File: config.mk
export PLATFORM = sky130hd
export DESIGN_NAME = cordic_arbiter
export DESIGN_NICKNAME = d
export VERILOG_FILES = /design/src/rtl/cordic_arbiter.sv
export SDC_FILE = /design/constraint.sdc
export NUM_CORES = 1
export LEC_CHECK = 0
export ABC_AREA = 1
export ABC_CLOCK_PERIOD_IN_PS = 8300
export BUFFER_PORTS_ARGS = -buffer_cell sky130_fd_sc_hd__buf_2
export CAP_MARGIN = 20
export CORE_MARGIN = 4
export CORE_UTILIZATION = 45
export DETAILED_ROUTE_END_ITERATION = 10
export HOLD_SLACK_MARGIN = 0.05
export MAX_ROUTING_LAYER = met4
export PLACE_DENSITY = 0.75
export SYNTH_ARGS = -nofsm -noshare
export SYNTH_HDL_FRONTEND = slang
export SYNTH_SLANG_ARGS = --single-unit
File: constraint.sdc
create_clock -name clk -period 8.3 [get_ports clk]
set_input_delay 0.415 -clock clk [delete_from_list [all_inputs] [get_ports clk]]
set_output_delay 0.415 -clock clk [all_outputs]
set_load 0.01 [all_outputs]
File: src/rtl/cordic_arbiter.sv
// rtl/cordic_arbiter.sv - Round-robin arbiter sharing one CORDIC accelerator among NUM_REQ requesters
module cordic_arbiter #(
    parameter int NUM_REQ = 2,
    parameter int TIMEOUT = 64
) (
    input  logic                   clk,
    input  logic                   reset,
    input  logic                   clk_en,
    input  logic [NUM_REQ-1:0]     req_start,
    input  logic [32*NUM_REQ-1:0]  req_x_ft,
    output logic [NUM_REQ-1:0]     req_done,
    output logic [31:0]            req_result,
    output logic                   req_err,
    output logic                   busy,
    output logic                   acc_start,
    output logic [31:0]            acc_x_ft,
    input  logic                   acc_done,
    input  logic [31:0]            acc_y_ft
);

    localparam int GW = $clog2(NUM_REQ);
    localparam int CW = $clog2(TIMEOUT + 1);

    typedef enum logic [1:0] {
        S_IDLE,
        S_LAUNCH,
        S_WAIT,
        S_RESP
    } state_t;

    state_t             state_q, state_d;
    logic [NUM_REQ-1:0] pending_q, pending_d;
    logic [31:0]        op_q [NUM_REQ];
    logic [31:0]        op_d [NUM_REQ];
    logic [GW-1:0]      last_grant_q, last_grant_d;
    logic [31:0]        result_q, result_d;
    logic               err_q, err_d;
    logic [CW-1:0]      cnt_q, cnt_d;
    logic [31:0]        acc_x_q, acc_x_d;

    logic [GW-1:0]      next_hi, next_lo, next_grant;
    logic               found_hi;
    logic               resp_now;

    // Lowest pending index above last_grant wins; otherwise wrap to lowest pending overall.
    always_comb begin
        next_hi  = '0;
        next_lo  = '0;
        found_hi = 1'b0;
        for (int i = NUM_REQ - 1; i >= 0; i--) begin
            if (pending_q[i]) begin
                next_lo = GW'(i);
                if (i > int'(last_grant_q)) begin
                    next_hi  = GW'(i);
                    found_hi = 1'b1;
                end
            end
        end
        next_grant = found_hi ? next_hi : next_lo;
    end

    assign resp_now = (state_q == S_RESP);

    always_comb begin
        state_d      = state_q;
        pending_d    = pending_q;
        op_d         = op_q;
        last_grant_d = last_grant_q;
        result_d     = result_q;
        err_d        = err_q;
        cnt_d        = cnt_q;
        acc_x_d      = acc_x_q;

        case (state_q)
            S_IDLE: begin
                if (|pending_q) begin
                    state_d      = S_LAUNCH;
                    last_grant_d = next_grant;
                    acc_x_d      = op_q[next_grant];
                end
            end
            S_LAUNCH: begin
                state_d = S_WAIT;
                cnt_d   = '0;
            end
            S_WAIT: begin
                cnt_d = cnt_q + 1'b1;
                // The first WAIT cycle still shows the previous operation's done level.
                if (acc_done && (cnt_q != '0)) begin
                    state_d  = S_RESP;
                    result_d = acc_y_ft;
                    err_d    = 1'b0;
                end else if (cnt_q == CW'(TIMEOUT - 1)) begin
                    state_d  = S_RESP;
                    result_d = '0;
                    err_d    = 1'b1;
                end
            end
            S_RESP: begin
                state_d                 = S_IDLE;
                pending_d[last_grant_q] = 1'b0;
            end
            default: state_d = S_IDLE;
        endcase

        // A start in the requester's own done cycle is a fresh request, not a duplicate.
        for (int r = 0; r < NUM_REQ; r++) begin
            if (req_start[r] && (!pending_q[r] || (resp_now && (last_grant_q == GW'(r))))) begin
                pending_d[r] = 1'b1;
                op_d[r]      = req_x_ft[32*r +: 32];
            end
        end
    end

    always_ff @(posedge clk or posedge reset) begin
        if (reset) begin
            state_q      <= S_IDLE;
            pending_q    <= '0;
            last_grant_q <= GW'(NUM_REQ - 1);
            result_q     <= '0;
            err_q        <= 1'b0;
            cnt_q        <= '0;
            acc_x_q      <= '0;
            for (int r = 0; r < NUM_REQ; r++) begin
                op_q[r] <= '0;
            end
        end else if (clk_en) begin
            state_q      <= state_d;
            pending_q    <= pending_d;
            last_grant_q <= last_grant_d;
            result_q     <= result_d;
            err_q        <= err_d;
            cnt_q        <= cnt_d;
            acc_x_q      <= acc_x_d;
            op_q         <= op_d;
        end
    end

    always_comb begin
        req_done   = '0;
        req_result = '0;
        req_err    = 1'b0;
        if (resp_now) begin
            req_done[last_grant_q] = 1'b1;
            req_result             = result_q;
            req_err                = err_q;
        end
    end

    assign busy      = (state_q != S_IDLE);
    assign acc_start = (state_q == S_LAUNCH);
    assign acc_x_ft  = acc_x_q;

endmodule

After elaboration in Yosys (flattened, before gate mapping). Index checks and enable logic that the tools add are counted.

Reductions and logical operators: 26. Equality and inequality tests: 6. Add/subtract/negate cells: 1. Muxes and demuxes: 25. Bitwise operators: 4. $lt $le $gt $ge: 4.

Operators with widths (number): $mux 32 (6); $pmux 7 s2 (1); $mux 1 (11); $mux 2 (5); $reduce_and 2->1 (5); $reduce_bool 2->1 (5); $reduce_and 3->1 (3); $pmux 2 s4 (1); $add 7x1->7 const B (1); $eq 7x6->1 const B (1); $reduce_bool 7->1 (1); $logic_and 1x1->1 (6); $eq 2x2->1 const B (2); $ne 3x3->1 const B (1); $and 2x2->2 (1); $eq 2x1->1 const B (1); $ge 2x2->1 const B (1); $logic_not 1->1 (2); $logic_not 2->1 (1); $logic_or 1x1->1 (2); $lt 1x2->1 const B (1); $ne 2x2->1 const B (1); $not 1->2 (1); $not 2->2 (1); 5 further kinds (5).

Bits in registers: 141. Output and inout bits: 69. Logic and storage cells: 76. Bits of input ports: 102.

Depth between registers and ports, before layout.
Depth after elaboration: 8. Mapped depth: 11. Mapped depth without buffers: 10.

Worst setup path before layout. Ideal clock, no wire load.

Path type: flip-flop to output port. Start point: reg state_q[0]. End point: out req_result[10]. Setup slack: 6.811 ns. Required time: 7.885 ns. Data arrival time: 1.074 ns. Buffers on the path: 2. Cell stages (with the launch flop): 6. Cells stage by stage: dfrtp_1 -> ha_1 -> buf_4 -> clkbuf_1 -> nand2_1 -> inv_1.

Word-level cells in the longest chain between the ends: 2.

RTL lines: from (decl) (RTL line 31) `state_t state_q, state_d;`; from (signal assigned) (RTL line 128) `state_q <= state_d;`; $eq 2x2->1 (RTL line 62) `assign resp_now = (state_q == S_RESP);`; $mux 32 (RTL line 143) `if (resp_now) begin`; to (decl) (RTL line 12) `output logic [31:0] req_result,`.

No other way between the ends.

Final worst setup path.
Start point: reg state_q[0]. End point: reg op_q[42] in the netlist's numbering.

Word-level cells in the longest chain between the ends: 5.

RTL lines: $eq 2x2->1 (RTL line 62); $logic_and 1x1->1 (RTL line 108) `if (req_start[r] && (!pending_q[r] || (resp_now && (last_grant_q == GW'(r))))) begin`; $logic_or 1x1->1 (RTL line 108); $logic_and 1x1->1 (RTL line 108); $reduce_and 2->1 (no source line); to (signal assigned) (RTL line 135) `op_q <= op_d;`; to (decl) (RTL line 33) `logic [31:0] op_q [NUM_REQ];`.

No other way between the ends. A chain may end at the register's enable or synchronous reset.

==> impl_metrics.toml <==
[timing]
worst_slew_pin_slew_ns = 0.9118
max_freq_mhz = 355.4
setup_violations = 0
rsz0062_at_grt = "false"
period_minus_slack_ns = 2.814
hold_violations = 0
slew_headroom = 0.3908
finClkSkew_ns = 0.005962
fin_tns_setup_ns = 0
drv_slew = 0
min_period_over_period = 0.3390

[drt]
drt_iter0_drc = 433
dr.pass1.iters = 6
drc_errors = 0
ant_nets = 0
wire_per_inst_um = 14.41
viasPerCell = 5.021
dr_total_vias = 5533
wl_mm = 15.88

[synth]
synth_nets = 871
ys.warnings.count = 0
synth_top_cell_by_area = "dfrtp_1"
yosysTopAreaCellShare = 0.5604
ys_types = 28
ys_ff_latch = 141
syn_inst = 763
ys_top_cells_by_area = "dfrtp_1 (56%), nand2_1 (17%), nand3_1 (8.2%), inv_1 (2.9%), o21ai_0 (2.9%)"
synth-seq-area-share = 0.5647
avgSynthCellArea_sq_um = 8.193
synth_area_sq_um = 6251

[worst_hold_path]
hold_path_class = "input port to asynchronous set/reset pin"

[layout]
instances_no_fill = 1102
fillCellCount = 1260
design_area_sq_um = 7797
layout.nets = 1021
layout_commonest_cell = "nand2_1"
drive_above_1_share = 0.2376
area_growth_syn_to_layout_pct = 24.74
n_antenna_cell = 0
final_cell_mix = "nand2_1 (281), buf_2 (170), dfrtp_1 (140)"

[clocking]
clock-root-buffer = "clkbuf_16"
post_cts_buffers = 0
cts_inserted_buffers = 17
h-tree-depth = 4
cts_resized = 0
tritoncts = "done"
clockBufferDepth = 2
cts.sink_count = 141
clk_pin_slew_worst_paths_ns = 0.06
ctsHoldBuffers = 0
clk_latency_ns = 0.42

[grt]
antenna_found_initial = 0
grt_pass1_vias = 5235
grt_overflow = 0
grt_max_degree = 82
grt_first_pass_wirelength_mm = 25.98
grt_usage = 0.2099

[pwr]
vdd_drop_max_v = 0.0001826
comb_power_share = 0.322
p_per_area_nw_per_um2 = 362.8
p_leak_nw = 4.452
switching_share = 0.3684
power.switching_mw = 1.042
clkPwrFrac = 0.262
internal-power_mw = 1.787
power_frac_seq = 0.416

[floorplanning]
die_area_sq_um = 15840
start_util = 0.4665
die_h_um = 125.9
die_w_um = 125.9
core_sq_um = 13400
rows = 42
ioPinCount = 171

[status]
status = "finished, final reports clean"

[critical_path]
critPathMaxFanout = 34
start_kind = "flip-flop"
crit_path_start = "state_q[0]$_DFFE_PP0P_"
r2r_start = "state_q[0]$_DFFE_PP0P_"
crit_type = "flip-flop to flip-flop"
reg2reg_slack_ns = 5.49
crit_arrival_ns = 3.12
end_kind = "flip-flop"
r2r_cells = 9
critPathRequiredTime_ns = 8.60
r2r_end = "op_q[42]$_DFFE_PP0P_"
crit_path_end = "op_q[42]$_DFFE_PP0P_"

[run]
drv_cap = 0

[placed_design]
hpwl_mm = 10.52
placedInstanceArea_sq_um = 7128
gp_congestion = 0.8314
io_buffers = 170
placedCellCount = 1067
[sequential cells by signal, summed over array words and instances, names as in the netlist]
register and flops:
op_q 64, acc_x_ft 32, result_q 32, cnt_q 7, pending_q 2, state_q 2
err_q 1, last_grant_q 1
[worst max-delay path, cell delays in order (launching register included)]
cell,delay (ns)
dfrtp_1,0.39
ha_1,0.20
buf_4,0.34
inv_2,0.06
o21ai_1,0.12
inv_1,0.09
nor2_4,0.59
nand2_2,0.61
nand2_1,0.20
nand2_1,0.07
[synthesized netlist by cell type]
cell / instances
nor2_1: 46
nand4_1: 1
a21oi_4: 1
buf_4: 1
nand2_2: 2
buf_2: 21
nor3_1: 3
nor3b_1: 1
a21oi_1: 2
nand3_1: 102
buf_1: 2
dfstp_2: 1
dfrtp_1: 140
ha_1: 6
nor3_4: 1
or2_2: 1
clkinv_1: 1
nand2_1: 281
o21bai_1: 2
nor2_2: 1
buf_6: 3
inv_1: 49
inv_2: 4
clkbuf_1: 18
o21ai_1: 35
o21ai_0: 36
a31oi_1: 1
nor2_4: 1
[power groups by stage]
stage	sequential (mW)	combinational [mW]	clock (mW)
6_report	1.18	0.912	0.741
3_5_place_dp	1.18	0.914	0
4_1_cts	1.17	0.913	0.755
3_3_place_gp	1.17	0.884	0
2_1_floorplan	1.17	0.615	0
5_1_grt	1.21	1.05	0.784
[worst min-delay path by stage]
stage	cells past startpoint	endpoint	from	slack, ns
floorplan	2	op_q[32]$_DFFE_PP0P_	op_q[32]$_DFFE_PP0P_	0.44
global placement	2	op_q[63]$_DFFE_PP0P_	op_q[63]$_DFFE_PP0P_	0.45
detailed placement	2	op_q[47]$_DFFE_PP0P_	op_q[47]$_DFFE_PP0P_	0.45
finish	2	result_q[1]$_DFFE_PP0P_	reset	0.06
CTS	2	result_q[1]$_DFFE_PP0P_	reset	0.07
global route	2	result_q[1]$_DFFE_PP0P_	reset	0.11
[per-stage QoR]
stage | hold WS (ns) | power [mW] | utilization | setup slack (ns)
final | 0.06160 | 2.829 | 0.5819 | 5.486
after global routing | 0.1059 | 3.044 | 0.5819 | 5.114
after CTS | 0.07126 | 2.840 | 0.5757 | 5.298
after detailed placement | 0.4535 | 2.092 | 0.5319 | 5.301
after global placement | 0.4479 | 2.055 | 0.5319 | 5.389
after floorplan | 0.4367 | 1.787 | - | 4.105
[kinds of logic after synthesis]
kind of cell,synth area share
AO/OA/AOI/OAI,0.06445
adder cells (fa/ha/maj),0.01201
buffers and inverters,0.06785
flip-flops,0.5647
AND/OR/NAND/NOR,0.2910
[final cells by class]
| cell class | count | area (sq um) | share of cell area |
|---|---|---|---|
| Sequential cell | 141 | 3530 | 0.4527 |
| Inverter | 54 | 207.7 | 0.02664 |
| Clock inverter | 11 | 116.4 | 0.01492 |
| Tap cell | 176 | 220.2 | 0.02824 |
| Clock buffer | 21 | 470.5 | 0.06033 |
| Multi-Input combinational cell | 523 | 2297 | 0.2946 |
| Timing Repair Buffer | 176 | 955.9 | 0.1226 |
[per-layer routing]
| layer | vias up | GRT usage | routed length, um |
|---|---|---|---|
| met1 | 2572 | 0.2912 | 7163 |
| met5 | - | - | 0 |
| met3 | 29 | 0.04953 | 1205 |
| met4 | 0 | 0.08391 | 339 |
| li1 | 2712 | - | - |
| met2 | 220 | 0.2999 | 7170 |
Power figures use the tool's default switching activity.
